File: config.mk
export PLATFORM = sky130hd
export DESIGN_NAME = branch_resolve_queue
export DESIGN_NICKNAME = d
export VERILOG_FILES = /design/src/rtl/branch_resolve_queue.sv
export SDC_FILE = /design/constraint.sdc
export NUM_CORES = 1
export LEC_CHECK = 0
export CAP_MARGIN = 20
export CELL_PAD_IN_SITES_DETAIL_PLACEMENT = 0
export CELL_PAD_IN_SITES_GLOBAL_PLACEMENT = 1
export CORE_ASPECT_RATIO = 0.8
export CORE_MARGIN = 3
export CORE_UTILIZATION = 40
export DETAILED_ROUTE_END_ITERATION = 10
export PLACE_DENSITY = 0.74
export SYNTH_ARGS = -nofsm -noshare
export SYNTH_HDL_FRONTEND = slang
export SYNTH_SLANG_ARGS = --single-unit
export TNS_END_PERCENT = 1
File: constraint.sdc
create_clock -name clk -period 6.8 [get_ports clk]
set_input_delay 1.02 -clock clk [delete_from_list [all_inputs] [get_ports clk]]
set_output_delay 1.02 -clock clk [all_outputs]
set_load 0.01 [all_outputs]
File: src/rtl/branch_resolve_queue.sv
// In-order prediction queue between the gshare predictor and branch execute; BRQ_STATS_EN adds resolve/mispredict counters.
// Latency: train_* registered, valid 1 cycle after resolve_valid. Backpressure: predict_ready = !full; a mispredict flushes all younger entries.
module branch_resolve_queue #(
    parameter int PC_W   = 7,
    parameter int HIST_W = 7,
    parameter int DEPTH  = 8
) (
    input  logic                       clk,
    input  logic                       rst,
    input  logic                       predict_valid,
    input  logic [PC_W-1:0]            predict_pc,
    input  logic                       predict_taken,
    input  logic [HIST_W-1:0]          predict_history,
    output logic                       predict_ready,
    input  logic                       resolve_valid,
    input  logic                       resolve_taken,
    output logic                       train_valid,
    output logic                       train_taken,
    output logic                       train_mispredicted,
    output logic [HIST_W-1:0]          train_history,
    output logic [PC_W-1:0]            train_pc,
    output logic [$clog2(DEPTH):0]     count,
    output logic                       err
`ifdef BRQ_STATS_EN
    ,
    output logic [15:0]                stat_resolved,
    output logic [15:0]                stat_mispred
`endif
);

    localparam int PTR_W = $clog2(DEPTH);
    localparam int CNT_W = PTR_W + 1;

    typedef struct packed {
        logic [PC_W-1:0]   pc;
        logic              taken;
        logic [HIST_W-1:0] history;
    } entry_t;

    entry_t             mem [DEPTH];
    logic [PTR_W-1:0]   head;
    logic [PTR_W-1:0]   tail;
    logic [CNT_W-1:0]   cnt;

    logic               full;
    logic               empty;
    logic               push;
    logic               pop;
    logic               mispredict;
    entry_t             head_ent;
    logic [PTR_W-1:0]   head_inc;

    always_comb begin
        full       = (cnt == CNT_W'(DEPTH));
        empty      = (cnt == '0);
        head_ent   = mem[head];
        head_inc   = head + PTR_W'(1);
        pop        = resolve_valid && !empty;
        mispredict = pop && (resolve_taken ^ head_ent.taken);
        // Pushes arriving alongside a mispredict are on the wrong path.
        push       = predict_valid && !full && !mispredict;
    end

    assign predict_ready = !full;
    assign count         = cnt;

    // Storage carries no reset: validity is tracked solely by the pointers.
    always_ff @(posedge clk) begin
        if (push) begin
            mem[tail] <= '{pc: predict_pc, taken: predict_taken, history: predict_history};
        end
    end

    always_ff @(posedge clk or posedge rst) begin
        if (rst) begin
            head <= '0;
            tail <= '0;
            cnt  <= '0;
        end else if (mispredict) begin
            head <= head_inc;
            tail <= head_inc;
            cnt  <= '0;
        end else begin
            if (pop) begin
                head <= head_inc;
            end
            if (push) begin
                tail <= tail + PTR_W'(1);
            end
            case ({push, pop})
                2'b10:   cnt <= cnt + CNT_W'(1);
                2'b01:   cnt <= cnt - CNT_W'(1);
                default: cnt <= cnt;
            endcase
        end
    end

    always_ff @(posedge clk or posedge rst) begin
        if (rst) begin
            train_valid        <= 1'b0;
            train_taken        <= 1'b0;
            train_mispredicted <= 1'b0;
            train_history      <= '0;
            train_pc           <= '0;
        end else begin
            train_valid <= pop;
            if (pop) begin
                train_taken        <= resolve_taken;
                train_mispredicted <= resolve_taken ^ head_ent.taken;
                train_history      <= head_ent.history;
                train_pc           <= head_ent.pc;
            end
        end
    end

    always_ff @(posedge clk or posedge rst) begin
        if (rst) begin
            err <= 1'b0;
        end else if ((predict_valid && full) || (resolve_valid && empty)) begin
            err <= 1'b1;
        end
    end

`ifdef BRQ_STATS_EN
    // Counters follow the emitted training strobe, so they lag train_valid by a cycle.
    always_ff @(posedge clk or posedge rst) begin
        if (rst) begin
            stat_resolved <= '0;
            stat_mispred  <= '0;
        end else begin
            if (train_valid && stat_resolved != 16'hFFFF) begin
                stat_resolved <= stat_resolved + 16'd1;
            end
            if (train_valid && train_mispredicted && stat_mispred != 16'hFFFF) begin
                stat_mispred <= stat_mispred + 16'd1;
            end
        end
    end
`else
    // Statistics counters not built.
`endif

endmodule

== Yosys cells after proc, flatten, opt, wreduce, memory -nomap -nowiden ==
Memory sizes are Yosys's and may differ from the RTL's.
Cells that the tools add are included.
Storage, ports and cells
  register bits after elaboration: 28
  bits in latches: 0
  RAM bits: 120
  memory bits (read-only): 0
  bits of input ports: 20
  memories kept: 1
Cells by class
  add/sub/neg operators: 4
  multipliers: 0
  div/mod/pow operators: 0
  order comparisons: 0
  equality and inequality tests: 3
  shifts and indexed selects: 0
  muxes and demuxes: 8
  bitwise operators: 1
  reductions and logical operators: 14
Memories
  mem: words 8, width 15, read ports 1, clocked after Yosys merged registers in 0, write ports 1, line 40  | entry_t mem [DEPTH];
Operators by type and width (count)
  $mux W3: 4
  $pmux W4 S2: 1
  $add A3 B1 Y3 const B: 2
  $logic_and A1 B1 Y1: 6
  $add A4 B1 Y4 const B: 1
  $eq A4 B4 Y1 const B: 1
  $logic_not A4 Y1: 1
  $mux W4: 1
  $reduce_bool A2 Y1: 2
  $sub A4 B1 Y4 const B: 1
  $logic_not A1 Y1: 3
  $reduce_bool A3 Y1: 1
  $eq A2 B1 Y1 const B: 1
  $eq A2 B2 Y1 const B: 1
  $mux W1: 2
  $logic_or A1 B1 Y1: 1
  $xor A1 B1 Y1: 1

== Longest topological paths before layout ==
Gate-level depths: netlist (run 1).
  depth in word-level cells: 9
  gate-level depth with buffers: 14

== Least setup slack after synthesis (run 1) ==
OpenSTA, ideal clock, no wires.
  path type: register to register
  from: register head[0]
  to: memory mem[0][0] (netlist name), enable pin
  library setup time: 0.426 ns
  arrival: 3.075 ns
  data required time: 6.374 ns
  path slack: 3.299 ns
  stages on the path, launching flop included: 8
  cell sequence: dfrtp_1 -> buf_4 -> mux2i_1 -> and3_4 -> o31a_2 -> o21ai_4 -> nand2_1 -> nor4_1
On the way
  cells in the longest elaborated chain, start to end: 7
Ends and longest elaborated chain
  start, declared: line 41  | logic [PTR_W-1:0] head;
  start signal, assigned: line 80  | head <= head_inc;
  start signal, assigned: line 85  | head <= head_inc;
  $mem_v2 Z8 W15
  $xor A1 B1 Y1: line 59  | mispredict = pop && (resolve_taken ^ head_ent.taken);
  $logic_and A1 B1 Y1: line 59
  $logic_not A1 Y1: line 61  | push = predict_valid && !full && !mispredict;
  $logic_and A1 B1 Y1: line 61
  $mux W1: line 69  | if (push) begin
  $mux W1 (not written as such): line 70  | mem[tail] <= '{pc: predict_pc, taken: predict_taken, history: predict_history};
  end, declared: line 40
No other way between the ends.

== Final worst setup path (run 1) ==
  from: input port resolve_valid
  to: register cnt[3] (netlist: count[3])
On the way
  cells in the longest elaborated chain, start to end: 7
  elaborated cells on any way between the ends: 9
  those cells by class: eq/ne: 2; mux: 2; reduce/logical: 5
Ends and longest elaborated chain
  start, declared: line 15  | input logic resolve_valid,
  $logic_and A1 B1 Y1 (*): line 58  | pop = resolve_valid && !empty;
  net pop: line 48  | logic pop;
  $logic_and A1 B1 Y1: line 59
  $logic_not A1 Y1: line 61
  $logic_and A1 B1 Y1: line 61
  $eq A2 B1 Y1 / $eq A2 B2 Y1 (equally long branches): line 90  | case ({push, pop})
  $pmux W4 S2: line 90
  $mux W4: line 79  | end else if (mispredict) begin
  end signal, assigned: line 91  | 2'b10: cnt <= cnt + CNT_W'(1);
  end signal, assigned: line 92  | 2'b01: cnt <= cnt - CNT_W'(1);
  end signal, assigned: line 93  | default: cnt <= cnt;
  end, declared: line 43  | logic [CNT_W-1:0] cnt;
Mark *: on every way through the listed nets, which the timed path passes. The rest lies on a longest branch.
A chain may end at the register's enable or synchronous reset.

==> parameters.txt, run 1 <==
Parameter                              Value

Critical path
  Crit path DAT    3940 ps
  CP Data Required Time    7080 ps
  Highest net fanout along the worst path    39
  Slowest cell on the critical path    clkdlybuf4s50_1
  Worst setup EP type    flop
  CP Launch Type    primary input
  Biggest cell delay along the critical path    530 ps
  Startpoint of the worst-slack reg-to-reg timing path    head[0]
  Category of the critical setup timing path    primary input to flop
  Register-to-Register Setup Slack    3160 ps
  Ordered cell list for the critical path    clkdlybuf4s50_1 > o41ai_2 > buf_4 > inv_2 > o21ai_4 > a21o_1 > inv_1 > ha_1 > o211ai_1 > nor2_1 > a2111o_1 > mux2i_1 > o221ai_1
  Worst r2r path cells    13
  Reg2reg end    count[3]

Pwr
  Net load switching power    953 uW
  Power share of the clock group    0.294
  Sequential power share    0.408
  Power share of the combinational group    0.298
  Fraction of power spent switching nets    0.295
  Worst ir drop on vdd    0.206 mV
  Design internal power    2.27 mW
  Power density of the placed cells    442 nW/um^2
  Total design power    3.23 mW
  Leak pwr    2.54 nW

Timing
  Tcrit/Tclk final    0.538
  Final critical delay including setup and external delays    3660 ps
  Setup slack after layout    3140 ps
  Setup violators final    0
  Min Hold Slack    466 ps
  Clock Skew    9.30 ps
  Max-slew headroom at the worst pin    0.336
  Final Max Tran Viols    0
  Maximum frequency from static timing analysis    274 MHz
  Slew at the pin with the worst max-slew slack    995 ps
  RSZ-0062 raised after global routing    false
  Total Negative Setup Slacks    0 ps
  Final hold viol count    0

Clock tree
  Cell chosen for the clock root    clkbuf_16
  Clock buffers created by TritonCTS    17
  Number of buffers added to fix hold violations after cts    0
  Clock tree from TritonCTS    yes
  Number of instances resized during post-cts repair    0
  Clk pin slew, worst setup/hold paths    60 ps
  Worst-Skew Late Latency    420 ps
  Worst-case clock buffer depth    2
  Clock sink total    148
  Number of levels in the clock H-tree    4
  Postcts setup bufs    0

Synthesis
  Main combinational cell family by area after synthesis    multiplexers
  Number of unique standard cell types used by synthesis    51
  Post-Syn Nets    354
  Number of flops mapped to enable cells by yosys    120
  Register area share after synthesis    0.716
  Complex-gate fraction of the synthesized area    0.0524
  Average cell area after synthesis    18.2 sq um
  Top flip-flop cell by instance count after synthesis    edfxtp_1
  Warnings, synthesis    0
  Async set-or-reset flop fraction in the synthesized netlist    0.189
  Synth Area in Adders    0.00832
  Multiplexer area fraction after synthesis    0.145
  Cell count after synthesis    330
  Simple-gate area share of the yosys netlist    0.0491
  Total of flip-flops plus latches after synthesis    148
  Area of the mapped netlist    6010 sq um
  Fraction of synthesized cell area in xor and xnor cells    0.0102

Global routing
  Via count of the first global-routing pass    3,226
  Grt total ovfl    0
  Maximum number of pins on one net before global-route repair    40
  Antenna violations before repair    0
  Wire length of the first global-routing pass    18,200 microns
  Overall global routing resource usage    0.147

Die
  Starting utilization of the core area    0.415
  Die footprint    16,500 sq um
  Die Wd    143 microns
  Count of boundary I/O pins    43
  Core box area    14,500 sq um
  Rows    39
  Height of the die    116 microns

Route
  Vias after detailed routing    3,096
  Vias/cell    5.31
  DRT Wirelength    11,400 microns
  Residual DRC    0
  ANT nets after route    0
  Drt first pass iters    4
  Drt wl/cell    19.6 microns
  Violation count after the first detailed-route iteration    253

Status
  Outcome    completed

Placed design
  Final Wtd Congestion    0.731
  Half-perimeter wire length after detailed placement    6880 microns
  Pre-CTS setup slack    2620 ps
  Count of buffers from port buffering    42

Finish
  Final standard cell utilization of the core    0.503
  Fraction of layout cells with a size suffix above 1    0.228
  Final net count    410
  FILL cells    1,175
  Antenna diode count    0
  Area overhead of the layout relative to synthesis    21.3%

Job
  Max-cap violations    0

Hold path
  Worst hold path cell count    2
  Hold Crit Start    err
  Class of the worst hold path    flop to flop
  Destination of the worst hold path    err
==> through the flow <==
stage | cells | area (sq um)
2_1_floorplan | 330 | 6010
3_3_place_gp | 550 | 6690
3_5_place_dp | 550 | 6690
4_1_cts | 582 | 7290
5_1_grt | 583 | 7290
6_report | 583 | 7290
==> power by group through the flow <==
stage	Combinational, mW	Clock (mW)	Sequential [mW]
final	0.961	0.949	1.32
after global routing	1.05	1.00	1.34
after CTS	0.979	0.964	1.32
after detailed placement	0.974	0	1.33
after global placement	0.966	0	1.33
after floorplan	0.684	0	1.28
==> worst max path at each step <==
| stage | from | end | slack (ps) | cells past startpoint |
|---|---|---|---|---|
| final | resolve_valid | count[3] | 3140 | 13 |
| after global routing | head[0] | count[3] | 2830 | 14 |
| after CTS | head[0] | mem[0][9] | 3030 | 8 |
| after detailed placement | resolve_valid | mem[0][7] | 2620 | 8 |
| after global placement | resolve_valid | count[3] | 2740 | 13 |
| after floorplan | head[0] | mem[0][0] | 3300 | 7 |
==> flip-flops by register name, summed over array words and instances (netlist names) <==
name                cells
err                     1
tail                    3
train_history           7
train_pc                7
train_mispredicted      1
mem                   120
train_taken             1
count                   4
head                    3
train_valid             1
==> metal layers <==
metal | up-vias | wire length [microns] | track usage | share of wire
li1 | 1416 | - | - | -
met1 | 1583 | 5340 | 0.209 | 0.47
met2 | 86 | 5380 | 0.223 | 0.47
met3 | 11 | 550 | 0.0404 | 0.048
met4 | 0 | 127 | 0.0456 | 0.011
met5 | - | 0 | 0 | 0
==> area by class of cell <==
cell class,instances,area (sq um),share of cell area
Clock buffer,19,433,0.0594
Clock inverter,13,164,0.0225
Inverter,5,18.8,0.00257
Multi-Input combinational cell,161,1640,0.225
Sequential cell,148,4310,0.590
Tap cell,184,230,0.0316
Timing Repair Buffer,53,503,0.0690
==> layout by cell type, fill, tap and decap left out, types with 3 or more instances in the layout <==
cell               n
edfxtp_1         120
clkdlybuf4s50_1   42
mux4_2            28
nand2_1           27
dfrtp_1           26
mux2i_1           19
o21ai_0           18
clkbuf_16         17
buf_4             11
nor2_1             7
nand2b_1           5
xnor2_1            5
nor2b_1            4
inv_1              4
ha_1               4
bufinv_16          4
clkinv_2           4
clkinv_1           4
nor3_2             3
==> Yosys cell counts (all sizes together) (4+ instances only) <==
master | n | area [sq um]
buf | 12 | 68.8
clkbuf | 4 | 25.0
dfrtp | 28 | 701
edfxtp | 120 | 3600
ha | 4 | 50.1
inv | 5 | 18.8
mux2 | 4 | 52.6
mux2i | 19 | 190
mux4 | 28 | 631
nand2 | 27 | 101
nand2b | 5 | 31.3
nor2 | 8 | 30.0
nor2b | 4 | 25.0
nor3 | 5 | 25.0
o21ai | 19 | 106
xnor2 | 5 | 43.8
==> logic make-up after synthesis <==
logic type	count (synthesis)
buffers and inverters	21
adders and majority gates	4
and+or+nand+nor	59
AOI/OAI and AO/OA	40
DFF	148
xor gates and xnor gates	7
muxes	51
==> worst max-delay path, delay by kind of cell <==
family,cells,cell delay (ps)
and+or+nand+nor,1,60
adders and majority gates,1,340
buffers and inverters,4,1170
muxes,1,150
AOI/OAI and AO/OA,6,1190
Power figures use the tool's default switching activity.
==> run 2: changes to the inputs <==
==> constraint.sdc (replaced) <==
create_clock -name clk -period 3.77 [get_ports clk]
set_input_delay 0.5655 -clock clk [delete_from_list [all_inputs] [get_ports clk]]
set_output_delay 0.5655 -clock clk [all_outputs]
set_load 0.01 [all_outputs]
==> run 2 against run 1 <==
Net effect: via count is 0.65% higher; routed wire length is 1.9% higher; sequential power is 78% higher; worst setup slack worse by 2600 ps; clock-buffer cell count shrank 2; critical path depth is 1 lower; register-to-register slack worse by 2600 ps.
==> parameters.txt, run 2 (synthesized netlist as in run 1, its figures left out) <==
Parameter                              Value

Status
  Outcome    completed

Global routing
  Antenna violations before repair    0 (unchanged)
  Wire length of the first global-routing pass    18,600 microns (+2.4%)
  Overall global routing resource usage    0.152 (+0.00538)
  Maximum number of pins on one net before global-route repair    39 (-2.5%)
  Grt total ovfl    0 (unchanged)
  Via count of the first global-routing pass    3,232 (+0.19%)

Route
  DRT Wirelength    11,600 microns (+1.9%)
  ANT nets after route    0 (unchanged)
  Residual DRC    0 (unchanged)
  Violation count after the first detailed-route iteration    230 (-9.1%)
  Vias/cell    5.26 (-0.88%)
  Drt wl/cell    19.6 microns (+0.39%)
  Vias after detailed routing    3,116 (+0.65%)
  Drt first pass iters    4 (unchanged)

Finish
  Final net count    419 (+2.2%)
  Multi-input gate area in the final layout    1630 sq um (-0.53%)
  Most frequent standard cell in the layout excluding fill and tap cells    edfxtp_1
  Max FFs per register    120 (unchanged)
  Cell Count, Final, Fillers Out    592 (+1.5%)
  Final standard cell utilization of the core    0.509 (+0.00596)
  Commonest non-fill, non-tap cells in the layout    120 x edfxtp_1, 42 x clkdlybuf4s50_1, 28 x mux4_2
  Fraction of layout cells with a size suffix above 1    0.255 (+0.0268)
  Sequential cell area in the final layout    4310 sq um (about the same)
  Largest regs    mem x120, train_history x7, train_pc x7
  Antenna diode count    0 (unchanged)
  Area overhead of the layout relative to synthesis    22.7%
  Largest reg by FF count    mem
  FILL cells    1,153 (-1.9%)

Die
  Rows    39 (unchanged)
  Count of boundary I/O pins    43 (unchanged)
  Die footprint    16,500 sq um (unchanged)
  Core box area    14,500 sq um (unchanged)
  Height of the die    116 microns (unchanged)
  Die Wd    143 microns (unchanged)
  Starting utilization of the core area    0.415 (unchanged)

Critical path
  Worst setup EP type    flop
  Slowest cell on the critical path    dfrtp_1
  Crit path DAT    3500 ps (-440 ps)
  Number of buffer and inverter instances along the worst setup path    1 (-3)
  Kind of cell with the highest combined delay on the critical path    compound AO/OA/AOI/OAI gates
  CP Data Required Time    4050 ps (-3030 ps)
  CP Launch Type    flop
  Biggest cell delay along the critical path    800 ps (+270 ps)
  Ordered cell list for the critical path    nand2b_1 > o22ai_2 > o31a_2 > o21ai_4 > a21o_1 > inv_1 > ha_1 > o211ai_1 > nor2_1 > a2111o_1 > mux2i_1 > o221ai_1
  Highest net fanout along the worst path    13 (-67%)
  Category of the critical setup timing path    flop to flop
  Register-to-Register Setup Slack    550 ps (-2610 ps)

Pwr
  Power density of the placed cells    790 nW/um^2 (+78%)
  Worst ir drop on vdd    0.395 mV (+92%)
  Leak pwr    2.57 nW (+1.3%)

Clock tree
  Number of instances resized during post-cts repair    0 (unchanged)
  Clock sink total    148 (unchanged)
  Worst-case clock buffer depth    2 (unchanged)
  Clock buffers created by TritonCTS    17 (unchanged)
  Worst-Skew Late Latency    410 ps (about the same)
  Clock tree from TritonCTS    yes
  Number of levels in the clock H-tree    4 (unchanged)
  Number of buffers added to fix hold violations after cts    0 (unchanged)
  Clk pin slew, worst setup/hold paths    70 ps (about the same)
  Cell chosen for the clock root    clkbuf_16
  Postcts setup bufs    0 (unchanged)

Timing
  Final Max Tran Viols    0 (unchanged)
  Tcrit/Tclk final    0.854
  Maximum frequency from static timing analysis    311 MHz
  Slew at the pin with the worst max-slew slack    891 ps (-104 ps)
  Clock Skew    11.9 ps (+2.55 ps)
  RSZ-0062 raised after global routing    false
  Max-slew headroom at the worst pin    0.405 (+0.0693)
  Final hold viol count    0 (unchanged)
  Final critical delay including setup and external delays    3220 ps
  Total Negative Setup Slacks    0 ps (unchanged)
  Setup violators final    0 (unchanged)

Placed design
  Count of buffers from port buffering    42 (unchanged)
  Final Wtd Congestion    0.807 (+10%)
  Placed cells    560 (+1.8%)
  Half-perimeter wire length after detailed placement    7210 microns (+4.9%)

Hold path
  Class of the worst hold path    flop to flop

Job
  Max-cap violations    0 (unchanged)
-- run 2: changes by cell type in the layout (fill, tap and decap cells not counted), moves of 2 or more --
cell | previous run | this run
buf_4 | 11 | 18
clkinvlp_4 | 0 | 5
inv_6 | 0 | 5
clkinv_1 | 4 | 0
clkinv_2 | 4 | 0
buf_12 | 0 | 2
bufinv_16 | 4 | 2
clkbuf_1 | 2 | 0
-- run 2: worst register-to-register path: cells and delay by family, from the launching register on --
family,cells,cell delay (ps)
flops,1,800
simple gates,2,270
fa+ha+maj,1,340
mux,1,150
compound gates,7,1490
buf+inv,1,60
-- run 2: worst paths after layout --
path                       startpoint       end  cells after the start
setup / recovery              head[2]  count[3]                     12
hold reg to reg                   err       err                      2
setup reg to reg              head[2]  count[3]                     12
max in group asynchronous         rst  count[3]                      3
min in group asynchronous         rst  count[2]                      2
hold / removal                    err       err                      2
-- run 2: metrics by stage --
| step | area, sq um | setup slack, ps | hold slack, ps | power [mW] |
|---|---|---|---|---|
| 6_report | 7380 | 549 | 470 | 5.83 |
| 5_1_grt | 7380 | 264 | 499 | 6.16 |
| 4_1_cts | 7380 | 539 | 477 | 5.91 |
| 3_5_place_dp | 6780 | 502 | 460 | 4.21 |
| 3_3_place_gp | 6780 | 512 | 450 | 4.18 |
| 2_1_floorplan | 6010 | 269 | 497 | 3.55 |
-- run 2: final cells by class --
cell class,count,share of cell area
Clock buffer,17,0.0576
Clock inverter,15,0.0237
Tap cell,184,0.0312
Inverter,5,0.00254
Multi-Input combinational cell,161,0.221
Sequential cell,148,0.583
Timing Repair Buffer,62,0.0807
-- run 2: per-layer routing --
layer  routed length (microns)  track usage  vias up  part of all wire
met2                      5480        0.231       69              0.47
met1                      5540        0.221     1594              0.48
li1                          -            -     1447                 -
met3                       542       0.0413        6             0.047
met5                         0            0        -                 0
met4                        57       0.0380        0            0.0049
-- run 2: report_power, final --
part           internal, mW  switching [mW]  total, mW
registers              2.10           0.251       2.35
logic                 0.933           0.860       1.79
clock network         0.992           0.689       1.68
==> run 3: changes to the inputs <==
--- a/config.mk
+++ b/config.mk
@@ -9,9 +9,9 @@
 export CELL_PAD_IN_SITES_DETAIL_PLACEMENT = 0
 export CELL_PAD_IN_SITES_GLOBAL_PLACEMENT = 1
 export CORE_ASPECT_RATIO = 0.8
-export CORE_MARGIN = 3
 export CORE_UTILIZATION = 40
 export DETAILED_ROUTE_END_ITERATION = 10
+export MAX_ROUTING_LAYER = met4
 export PLACE_DENSITY = 0.74
 export SYNTH_ARGS = -nofsm -noshare
 export SYNTH_HDL_FRONTEND = slang
==> run 3 against run 2 <==
Net effect: first-iteration DRC count decreased by 11%; clock skew decreased by 6.0 ps; sequential cell count unchanged; die area decreased by 6.2%; critical path depth unchanged; non-clock buffer count decreased by 4; routed wire length decreased by 3.9%; fmax increased by 4.6%; sequential power about the same; critical path type unchanged; largest cell class unchanged; highest routed layer unchanged.
==> parameters.txt, run 3 (synthesized netlist as in run 1, its figures left out) <==
Parameter                              Value

Status
  Outcome    completed

Finish
  Largest regs    mem x120, train_history x7, train_pc x7
  Commonest non-fill, non-tap cells in the layout    120 x edfxtp_1, 42 x clkdlybuf4s50_1, 28 x mux4_2
  Final net count    415 (-0.95%)
  Max FFs per register    120 (unchanged)
  Most frequent standard cell in the layout excluding fill and tap cells    edfxtp_1
  Cell area after layout    7270 sq um (-1.5%)
  Final standard cell utilization of the core    0.501 (-0.00777)
  Antenna diode count    0 (unchanged)
  Largest reg by FF count    mem
  Fraction of layout cells with a size suffix above 1    0.240 (-0.0148)
  Area overhead of the layout relative to synthesis    20.9%

Pwr
  Power share of the combinational group    0.314 (+0.006)
  Leak pwr    2.53 nW (-1.8%)
  Net load switching power    1.72 mW (-4.3%)
  Design internal power    3.92 mW (-2.8%)
  Sequential power share    0.414 (+0.010)
  Fraction of power spent switching nets    0.305 (-0.00332)
  Power share of the clock group    0.272 (-0.016)
  Power density of the placed cells    776 nW/um^2 (-1.7%)
  Worst ir drop on vdd    0.487 mV (+23%)

Critical path
  Category of the critical setup timing path    flop to flop
  Register-to-Register Setup Slack    690 ps (+140 ps)
  Biggest cell delay along the critical path    510 ps (-290 ps)
  Worst setup EP type    flop
  Crit path DAT    3360 ps (-140 ps)
  Cell with the most instances on the worst path    mux2i_1
  Startpoint of the worst-slack reg-to-reg timing path    head[0]
  Ordered cell list for the critical path    mux2i_1 > and3_4 > o31a_2 > o21ai_4 > a21o_1 > inv_1 > ha_1 > o211ai_1 > nor2_1 > a2111o_1 > mux2i_1 > o221ai_1
  CP Launch Type    flop
  Worst r2r path cells    12 (unchanged)
  Reg2reg end    count[3]
  Kind of cell with the highest combined delay on the critical path    compound AO/OA/AOI/OAI gates
  CP Data Required Time    4050 ps (about the same)
  Slowest cell on the critical path    dfrtp_2
  Highest net fanout along the worst path    10 (-3)
  Number of buffer and inverter instances along the worst setup path    1 (unchanged)

Die
  Die Wd    139 microns (-2.8%)
  Starting utilization of the core area    0.415 (unchanged)
  Core box area    14,500 sq um (unchanged)
  Die footprint    15,500 sq um (-6.2%)
  Count of boundary I/O pins    43 (unchanged)
  Rows    39 (unchanged)
  Height of the die    112 microns (-3.5%)

Hold path
  Destination of the worst hold path    err
  Worst hold path cell count    2 (unchanged)
  Class of the worst hold path    flop to flop
  Hold Crit Start    err

Global routing
  Maximum number of pins on one net before global-route repair    39 (unchanged)
  Overall global routing resource usage    0.162 (+0.0101)
  Via count of the first global-routing pass    3,195 (-1.1%)
  Wire length of the first global-routing pass    17,700 microns (-4.6%)
  Antenna violations before repair    0 (unchanged)
  Grt total ovfl    0 (unchanged)

Timing
  Clock Skew    5.81 ps (-6.04 ps)
  Final critical delay including setup and external delays    3080 ps (-140 ps)
  Final hold viol count    0 (unchanged)
  Setup violators final    0 (unchanged)
  RSZ-0062 raised after global routing    false
  Maximum frequency from static timing analysis    325 MHz (+4.6%)
  Setup slack after layout    690 ps (+140 ps)
  Slew at the pin with the worst max-slew slack    704 ps (-187 ps)
  Tcrit/Tclk final    0.817 (-0.0372)
  Max-slew headroom at the worst pin    0.530 (+0.125)
  Total Negative Setup Slacks    0 ps (unchanged)
  Final Max Tran Viols    0 (unchanged)

Route
  ANT nets after route    0 (unchanged)
  Drt wl/cell    19.0 microns (-3.2%)
  Vias/cell    5.23 (-0.71%)
  Vias after detailed routing    3,073 (-1.4%)
  Violation count after the first detailed-route iteration    204 (-11%)
  Residual DRC    0 (unchanged)
  Drt first pass iters    7 (+3)
  DRT Wirelength    11,200 microns (-3.9%)

Clock tree
  Postcts setup bufs    0 (unchanged)
  Clock sink total    148 (unchanged)
  Worst-case clock buffer depth    2 (unchanged)
  Worst-Skew Late Latency    410 ps (about the same)
  Clk pin slew, worst setup/hold paths    60 ps (about the same)
  Number of levels in the clock H-tree    4 (unchanged)
  Number of buffers added to fix hold violations after cts    0 (unchanged)
  Cell chosen for the clock root    clkbuf_16
  Clock tree from TritonCTS    yes
  Number of instances resized during post-cts repair    0 (unchanged)
  Clock buffers created by TritonCTS    17 (unchanged)

Placed design
  Count of buffers from port buffering    42 (unchanged)
  Half-perimeter wire length after detailed placement    6850 microns (-5.0%)
  Pre-CTS setup slack    431 ps (-70.2 ps)
  Final Wtd Congestion    0.764 (-5.4%)
  Post-DP Area    6720 sq um (-0.81%)

Job
  Max-cap violations    0 (unchanged)
run 3: worst max path at each step:
stage | startpoint | to | slack (ps) | depth (start not counted)
floorplan | head[0] | mem[0][0] | 270 | 7
global placement | resolve_valid | count[3] | 500 | 11
detailed placement | resolve_valid | count[3] | 430 | 11
CTS | head[0] | count[3] | 680 | 12
global route | head[0] | count[3] | 500 | 13
finish | head[0] | count[3] | 690 | 12
run 3: area by class of cell:
class,count,area [sq um]
inverter,5,18.8
clock buffer,18,429
fill,1166,7230
multi-input combinational,161,1630
clock inverter,14,114
tap,184,230
sequential,148,4310
timing repair buffer,58,541
run 3: metrics by stage:
step | power, mW | instances | hold slack [ps]
6_report | 5.64 | 588 | 474
5_1_grt | 5.94 | 588 | 506
4_1_cts | 5.70 | 588 | 487
3_5_place_dp | 4.16 | 556 | 470
3_3_place_gp | 4.13 | 556 | 464
2_1_floorplan | 3.55 | 330 | 497
run 3: metal layers:
metal | up-vias | global-route usage | routed length, microns
met5 | - | - | 0
met4 | 0 | 0.0578 | 150
met3 | 13 | 0.0422 | 370
met2 | 56 | 0.246 | 5330
met1 | 1568 | 0.213 | 5310
li1 | 1436 | - | -
run 3: worst register-to-register path: stages (launching register included):
cell and delay (ps):
dfrtp_2 510, mux2i_1 160, and3_4 210, o31a_2 380, o21ai_4 160, a21o_1 210, inv_1 70, ha_1 340
o211ai_1 140, nor2_1 70, a2111o_1 430, mux2i_1 170, o221ai_1 120
run 3: power groups by stage:
stage                     logic (mW)  clock network (mW)  registers, mW
final                           1.77                1.54           2.33
after detailed placement        1.79                   0           2.37
after global routing            1.93                1.64           2.37
after CTS                       1.80                1.56           2.34
after global placement          1.78                   0           2.36
after floorplan                 1.23                   0           2.32
